==> config.mk <==
export PLATFORM = sky130hd
export DESIGN_NAME = uart_cmd_ctrl_flat
export DESIGN_NICKNAME = d
export VERILOG_FILES = /design/src/rtl/uart_cmd_ctrl_if.sv /design/src/rtl/uart_cmd_ctrl.sv /design/src/flat_wrapper.sv
export SDC_FILE = /design/constraint.sdc
export NUM_CORES = 1
export LEC_CHECK = 0
export CAP_MARGIN = 20
export CORE_MARGIN = 2
export CORE_UTILIZATION = 49
export CTS_CLUSTER_SIZE = 30
export DETAILED_ROUTE_END_ITERATION = 12
export PLACE_DENSITY = 0.79
export SLEW_MARGIN = 0
export SYNTH_ARGS = -nofsm -noshare
export SYNTH_HDL_FRONTEND = slang
export SYNTH_SLANG_ARGS = --single-unit
export TNS_END_PERCENT = 5
==> constraint.sdc <==
create_clock -name clk -period 2.55 [get_ports clk]
set_clock_uncertainty 0.1 [all_clocks]
set_input_delay 0.51 -clock clk [delete_from_list [all_inputs] [get_ports clk]]
set_output_delay 0.51 -clock clk [all_outputs]
set_load 0.05 [all_outputs]
==> src/rtl/uart_cmd_ctrl_if.sv <==
`default_nettype none
// ============================================================================
// Module      : uart_cmd_ctrl_if
// Description : Frame input, register write/read and TX byte handshakes
//               between the UART command controller and its neighbours.
// Revision    : 1.0 - initial release
// ============================================================================
interface uart_cmd_ctrl_if;
    logic [8:0]  frame;
    logic        frame_valid;
    logic        wr_valid;
    logic [3:0]  wr_addr;
    logic [15:0] wr_data;
    logic        wr_ready;
    logic        rd_req;
    logic        rd_valid;
    logic [15:0] rd_data;
    logic [7:0]  tx_data;
    logic        tx_valid;
    logic        tx_ready;
    logic        busy;
    logic [7:0]  err_count;

    // Environment side: UART receiver, config block and UART transmitter
    modport master (
        output frame, frame_valid, wr_ready, rd_valid, rd_data, tx_ready,
        input  wr_valid, wr_addr, wr_data, rd_req, tx_data, tx_valid, busy, err_count
    );

    // Controller side
    modport slave (
        input  frame, frame_valid, wr_ready, rd_valid, rd_data, tx_ready,
        output wr_valid, wr_addr, wr_data, rd_req, tx_data, tx_valid, busy, err_count
    );
endinterface
`default_nettype wire

==> src/rtl/uart_cmd_ctrl.sv <==
`default_nettype none
// ============================================================================
// Module      : uart_cmd_ctrl
// Description : Decodes UART command frames into register writes and reads of
//               the VGA config block and returns read data as two TX bytes.
// Revision    : 1.0 - initial release
// ============================================================================
module uart_cmd_ctrl #(
    parameter int TIMEOUT = 50000
) (
    input  logic           clk,
    input  logic           rst,
    uart_cmd_ctrl_if.slave bus
);

    localparam int              c_TW         = (TIMEOUT > 1) ? $clog2(TIMEOUT) : 1;
    localparam logic [c_TW-1:0] c_TMO_LAST   = c_TW'(TIMEOUT - 1);
    localparam logic [3:0]      c_OP_WRITE   = 4'h1;
    localparam logic [3:0]      c_OP_READ    = 4'h2;
    localparam logic [7:0]      c_ERR_MAX    = 8'hFF;

    typedef enum logic [2:0] {
        S_IDLE    = 3'd0,
        S_DATA_HI = 3'd1,
        S_DATA_LO = 3'd2,
        S_WRITE   = 3'd3,
        S_RD_REQ  = 3'd4,
        S_RD_WAIT = 3'd5,
        S_TX_HI   = 3'd6,
        S_TX_LO   = 3'd7
    } state_t;

    // Header decode shared by IDLE and the mid-command resync path;
    // anything that is not a legal header maps to IDLE.
    function automatic state_t f_decode(input logic [8:0] f);
        if (f[8] && (f[7:4] == c_OP_WRITE)) return S_DATA_HI;
        if (f[8] && (f[7:4] == c_OP_READ))  return S_RD_REQ;
        return S_IDLE;
    endfunction

    state_t          r_state;
    state_t          w_state_nx;
    logic [c_TW-1:0] r_tmo;
    logic [3:0]      r_addr;
    logic [15:0]     r_wr_data;
    logic [7:0]      r_rd_lo;
    logic [7:0]      r_tx_data;
    logic            r_wr_valid;
    logic            r_rd_req;
    logic            r_tx_valid;
    logic            r_busy;
    logic [7:0]      r_err;

    logic            w_err;
    logic            w_accept;
    logic            w_ld_addr;
    logic            w_ld_hi;
    logic            w_ld_lo;
    logic            w_ld_rd;
    logic            w_tx_adv;
    logic            w_tmo_run;

    always_comb begin
        w_state_nx = r_state;
        w_err      = 1'b0;
        w_accept   = 1'b0;
        w_ld_addr  = 1'b0;
        w_ld_hi    = 1'b0;
        w_ld_lo    = 1'b0;
        w_ld_rd    = 1'b0;
        w_tx_adv   = 1'b0;
        w_tmo_run  = 1'b0;

        case (r_state)
            S_IDLE: begin
                if (bus.frame_valid) begin
                    w_accept   = 1'b1;
                    w_state_nx = f_decode(bus.frame);
                    w_err      = (w_state_nx == S_IDLE);
                    w_ld_addr  = (w_state_nx != S_IDLE);
                end
            end
            S_DATA_HI, S_DATA_LO: begin
                if (bus.frame_valid) begin
                    w_accept = 1'b1;
                    if (!bus.frame[8]) begin
                        w_ld_hi    = (r_state == S_DATA_HI);
                        w_ld_lo    = (r_state == S_DATA_LO);
                        w_state_nx = (r_state == S_DATA_HI) ? S_DATA_LO : S_WRITE;
                    end else begin
                        // A header mid-command drops the command and restarts on it
                        w_err      = 1'b1;
                        w_state_nx = f_decode(bus.frame);
                        w_ld_addr  = (w_state_nx != S_IDLE);
                    end
                end else begin
                    w_tmo_run = 1'b1;
                end
            end
            S_WRITE: begin
                w_err = bus.frame_valid;
                if (bus.wr_ready) w_state_nx = S_IDLE;
            end
            S_RD_REQ: begin
                w_err      = bus.frame_valid;
                w_state_nx = S_RD_WAIT;
            end
            S_RD_WAIT: begin
                w_err = bus.frame_valid;
                if (bus.rd_valid) begin
                    w_ld_rd    = 1'b1;
                    w_state_nx = S_TX_HI;
                end else begin
                    w_tmo_run = 1'b1;
                end
            end
            S_TX_HI: begin
                w_err = bus.frame_valid;
                if (bus.tx_ready) begin
                    w_tx_adv   = 1'b1;
                    w_state_nx = S_TX_LO;
                end
            end
            S_TX_LO: begin
                w_err = bus.frame_valid;
                if (bus.tx_ready) w_state_nx = S_IDLE;
            end
            default: w_state_nx = S_IDLE;
        endcase

        if (w_tmo_run && (r_tmo == c_TMO_LAST)) begin
            w_state_nx = S_IDLE;
            w_err      = 1'b1;
        end
    end

    always_ff @(posedge clk) begin
        if (!rst) begin
            r_state    <= S_IDLE;
            r_tmo      <= '0;
            r_addr     <= '0;
            r_wr_data  <= '0;
            r_rd_lo    <= '0;
            r_tx_data  <= '0;
            r_wr_valid <= 1'b0;
            r_rd_req   <= 1'b0;
            r_tx_valid <= 1'b0;
            r_busy     <= 1'b0;
            r_err      <= '0;
        end else begin
            r_state <= w_state_nx;

            if ((w_state_nx != r_state) || w_accept) r_tmo <= '0;
            else if (w_tmo_run)                      r_tmo <= r_tmo + 1'b1;

            if (w_ld_addr) r_addr          <= bus.frame[3:0];
            if (w_ld_hi)   r_wr_data[15:8] <= bus.frame[7:0];
            if (w_ld_lo)   r_wr_data[7:0]  <= bus.frame[7:0];

            if (w_ld_rd) begin
                r_tx_data <= bus.rd_data[15:8];
                r_rd_lo   <= bus.rd_data[7:0];
            end else if (w_tx_adv) begin
                r_tx_data <= r_rd_lo;
            end

            // Handshake outputs are registered images of the next state
            r_wr_valid <= (w_state_nx == S_WRITE);
            r_rd_req   <= (w_state_nx == S_RD_REQ);
            r_tx_valid <= (w_state_nx == S_TX_HI) || (w_state_nx == S_TX_LO);
            r_busy     <= (w_state_nx != S_IDLE);

            if (w_err && (r_err != c_ERR_MAX)) r_err <= r_err + 8'd1;
        end
    end

    assign bus.wr_valid  = r_wr_valid;
    assign bus.wr_addr   = r_addr;
    assign bus.wr_data   = r_wr_data;
    assign bus.rd_req    = r_rd_req;
    assign bus.tx_data   = r_tx_data;
    assign bus.tx_valid  = r_tx_valid;
    assign bus.busy      = r_busy;
    assign bus.err_count = r_err;

endmodule
`default_nettype wire

==> src/flat_wrapper.sv <==
// flat-port wrapper written by rule: the top's interface ports become plain ports
module uart_cmd_ctrl_flat 
#(
    parameter int TIMEOUT = 50000
)
  (clk, rst, bus_frame, bus_frame_valid, bus_wr_ready, bus_rd_valid, bus_rd_data, bus_tx_ready, bus_wr_valid, bus_wr_addr, bus_wr_data, bus_rd_req, bus_tx_data, bus_tx_valid, bus_busy, bus_err_count);
  uart_cmd_ctrl_if bus_i ();
  input  logic clk;
  input  logic rst;
  input wire logic [$bits(bus_i.frame)-1:0] bus_frame;
  input wire logic [$bits(bus_i.frame_valid)-1:0] bus_frame_valid;
  input wire logic [$bits(bus_i.wr_ready)-1:0] bus_wr_ready;
  input wire logic [$bits(bus_i.rd_valid)-1:0] bus_rd_valid;
  input wire logic [$bits(bus_i.rd_data)-1:0] bus_rd_data;
  input wire logic [$bits(bus_i.tx_ready)-1:0] bus_tx_ready;
  output wire logic [$bits(bus_i.wr_valid)-1:0] bus_wr_valid;
  output wire logic [$bits(bus_i.wr_addr)-1:0] bus_wr_addr;
  output wire logic [$bits(bus_i.wr_data)-1:0] bus_wr_data;
  output wire logic [$bits(bus_i.rd_req)-1:0] bus_rd_req;
  output wire logic [$bits(bus_i.tx_data)-1:0] bus_tx_data;
  output wire logic [$bits(bus_i.tx_valid)-1:0] bus_tx_valid;
  output wire logic [$bits(bus_i.busy)-1:0] bus_busy;
  output wire logic [$bits(bus_i.err_count)-1:0] bus_err_count;
  assign bus_i.frame = bus_frame;
  assign bus_i.frame_valid = bus_frame_valid;
  assign bus_i.wr_ready = bus_wr_ready;
  assign bus_i.rd_valid = bus_rd_valid;
  assign bus_i.rd_data = bus_rd_data;
  assign bus_i.tx_ready = bus_tx_ready;
  assign bus_wr_valid = bus_i.wr_valid;
  assign bus_wr_addr = bus_i.wr_addr;
  assign bus_wr_data = bus_i.wr_data;
  assign bus_rd_req = bus_i.rd_req;
  assign bus_tx_data = bus_i.tx_data;
  assign bus_tx_valid = bus_i.tx_valid;
  assign bus_busy = bus_i.busy;
  assign bus_err_count = bus_i.err_count;
  uart_cmd_ctrl #(.TIMEOUT(TIMEOUT)) u_core (.clk(clk), .rst(rst), .bus(bus_i));
endmodule
==> metrics <==
DRC viols=0; Critical Path AT=2.41 ns; GRT Total Usage=between 20% and 30%; crit path launch type=primary input; GPL Wtd Cong=0.856; fin crit period=2.31 ns; pwr/cell area=505 nW/um2; final setup vio count=0; final slew viol count=0; H-tree depth=3; CTS tree=done; CTS Buffer Depth=2; CTS-repair resized insts=0; Cells after Synth=347; Seq/Total Area, Yosys=around 45%; post-synthesis cell type count=49; post-synth net total=380; initial antenna violation count=0; CP bufs+invs=1; P&R area growth vs syn=36.2%; Final Core Density=~70%; setup ws final=0.237 ns; Post-Syn Area=2980 um2; clk sinks=67; vias in the first global route=2643; 1st-iter DRT viols=roughly 160; CTS hold repair buffers=0; fin crit share=90.7%; diode count=0; CTS buffer count=9; ys flop type=dfxtp_1; worst skew pair latency=0.33 ns; hpwl dp=5370 um; Die H=around 80 um; fmax=between 400 and 500 MHz; Setup crit end kind=flop; DR vias=between 2000 and 3000; Pleak=between 0.001 and 0.0015 uW; DR WL/cell=14.1 um; Routed WL=7240 um; Seq cells post-synth=67; Root Driver=clkbuf_8; Max FO, Critical Path=16; vias per cell=~5.4; Die ar.=6710 um2; layout cells sized above 1=11.4%; Slew Limit Headroom=a little over three fifths; peak supply drop=0.356 mV; WHS=0.351 ns; commonest cells after routing, fill and taps aside=clkdlybuf4s50_1, dfxtp_1, nand2_1; clk slew on worst S/H paths=0.07 ns; Core Box Area=5890 um2; Worst Tran Pin Value=0.554 ns; DRT antenna net count=0; CP max-delay cell=mux2i_4; Largest stage delay, worst path=0.45 ns; io pins=71; commonest non-fill, non-tap cell in the layout=clkdlybuf4s50_1; RSZ-0062 raised after global routing=no; syn_area_per_cell=~8.6 um2; first-pass GRT wire length=11900 um; status=completed; Initial Util=between 50 and 60%; WP data required=about 2.7 ns; Die Wd=approximately 80 um; Post-synth EDFFs=0; drt pass-1 iters=5; critical path's top delay family=simple AND/OR/NAND/NOR gates; Setup Crit Path Kind=primary input to flop; final hold violation count=0; Place WS=-0.103 ns; Synth async-reset ratio=0%; Min-Delay Path Class=flop to flop; setup tns final=0 ns; Nets=468; yosys warns=0; pin count of the biggest net entering global routing=43; Post-CTS Setup Repair Bufs=0; IO buf count=70; row cnt=28; crit-path cells=clkdlybuf4s50_1, nor3b_2, nand3b_1, a211o_1, and3_2, mux2i_4, nor3_1; Max-Cap Viols=0; grt total ovfl=0
==> Yosys cell counts (3+ instances only) <==
library cell,count,area share [%]
nand3_1,25,4.2
o21ai_0,5,0.84
clkbuf_1,15,1.9
nor3_1,16,2.7
and4_1,4,1.2
and4b_1,3,1.0
nand2_1,59,7.4
dfxtp_1,67,45
nand3b_1,3,0.76
mux2i_1,8,2.7
nand4_1,4,0.84
buf_2,6,1.0
and2_1,5,1.1
a311oi_1,10,2.9
nand2b_1,4,0.84
inv_1,4,0.50
xnor2_1,4,1.2
a21oi_1,29,4.9
xor2_1,14,4.1
nor2_1,24,3.0
nor2b_1,5,1.1
==> worst min-delay path, stage by stage, from the launching register on <==
cell and delay, ns:
dfxtp_1 0.31, nand2_1 0.05, a21oi_1 0.05
==> registers in the layout (all words and copies together) (netlist names) <==
signal / flops
u_core.bus.busy: 1
u_core.bus.err_count: 8
u_core.bus.rd_req: 1
u_core.bus.tx_data: 8
u_core.bus.tx_valid: 1
u_core.bus.wr_addr: 4
u_core.bus.wr_data: 16
u_core.bus.wr_valid: 1
u_core.r_rd_lo: 8
u_core.r_state: 3
u_core.r_tmo: 16
==> cell families after synthesis <==
family	count (synthesis)	share of synthesized area, %
compound gates	59	13.3
buf+inv	26	3.53
xor+xnor	18	5.30
simple gates	166	28.5
flops	67	45.1
mux	9	3.45
fa+ha+maj	2	0.841
==> path summary, 6_finish.rpt <==
kind / startpoint / end / slack (ns) / depth (start not counted)
min reg2reg: u_core.bus.wr_data[12] / u_core.bus.wr_data[12] / 0.35 / 2
max reg2reg: u_core.r_state[0] / u_core.r_tmo[13] / 0.37 / 6
min: u_core.bus.wr_data[12] / u_core.bus.wr_data[12] / 0.35 / 2
max: bus_frame[6] / u_core.r_tmo[13] / 0.24 / 7
==> per-stage QoR <==
| stage | instance area, um2 | instances | power (uW) |
|---|---|---|---|
| 3_5_place_dp | 3890 | 499 | 1330 |
| 3_3_place_gp | 3890 | 499 | 1330 |
| 4_1_cts | 4050 | 514 | 2060 |
| 2_1_floorplan | 2980 | 347 | 1210 |
| 5_1_grt | 4050 | 514 | 2130 |
| 6_report | 4050 | 514 | 2050 |
==> area by class of cell <==
class	count	area [um2]
multi-input combinational	254	1530
sequential	67	1340
clock inverter	3	15.0
timing repair buffer	98	911
fill	499	1830
clock buffer	12	145
inverter	5	18.8
tap	75	93.8
==> report_power, final <==
part | internal (uW) | total, uW | switching, uW
logic | 109 | 238 | 129
registers | 1060 | 1070 | 10.5
clock network | 370 | 742 | 372
total | 1540 | 2050 | 512
==> metal layers <==
layer  part of all wire [%]  track usage [%]  vias up
li1                       -                -     1394
met1                     44             27.5     1276
met2                     49             39.4       72
met3                    5.8             7.25       11
met4                    1.3             8.00        0
met5                      0                0        -
No activity file was read; power rests on OpenSTA's default activity.
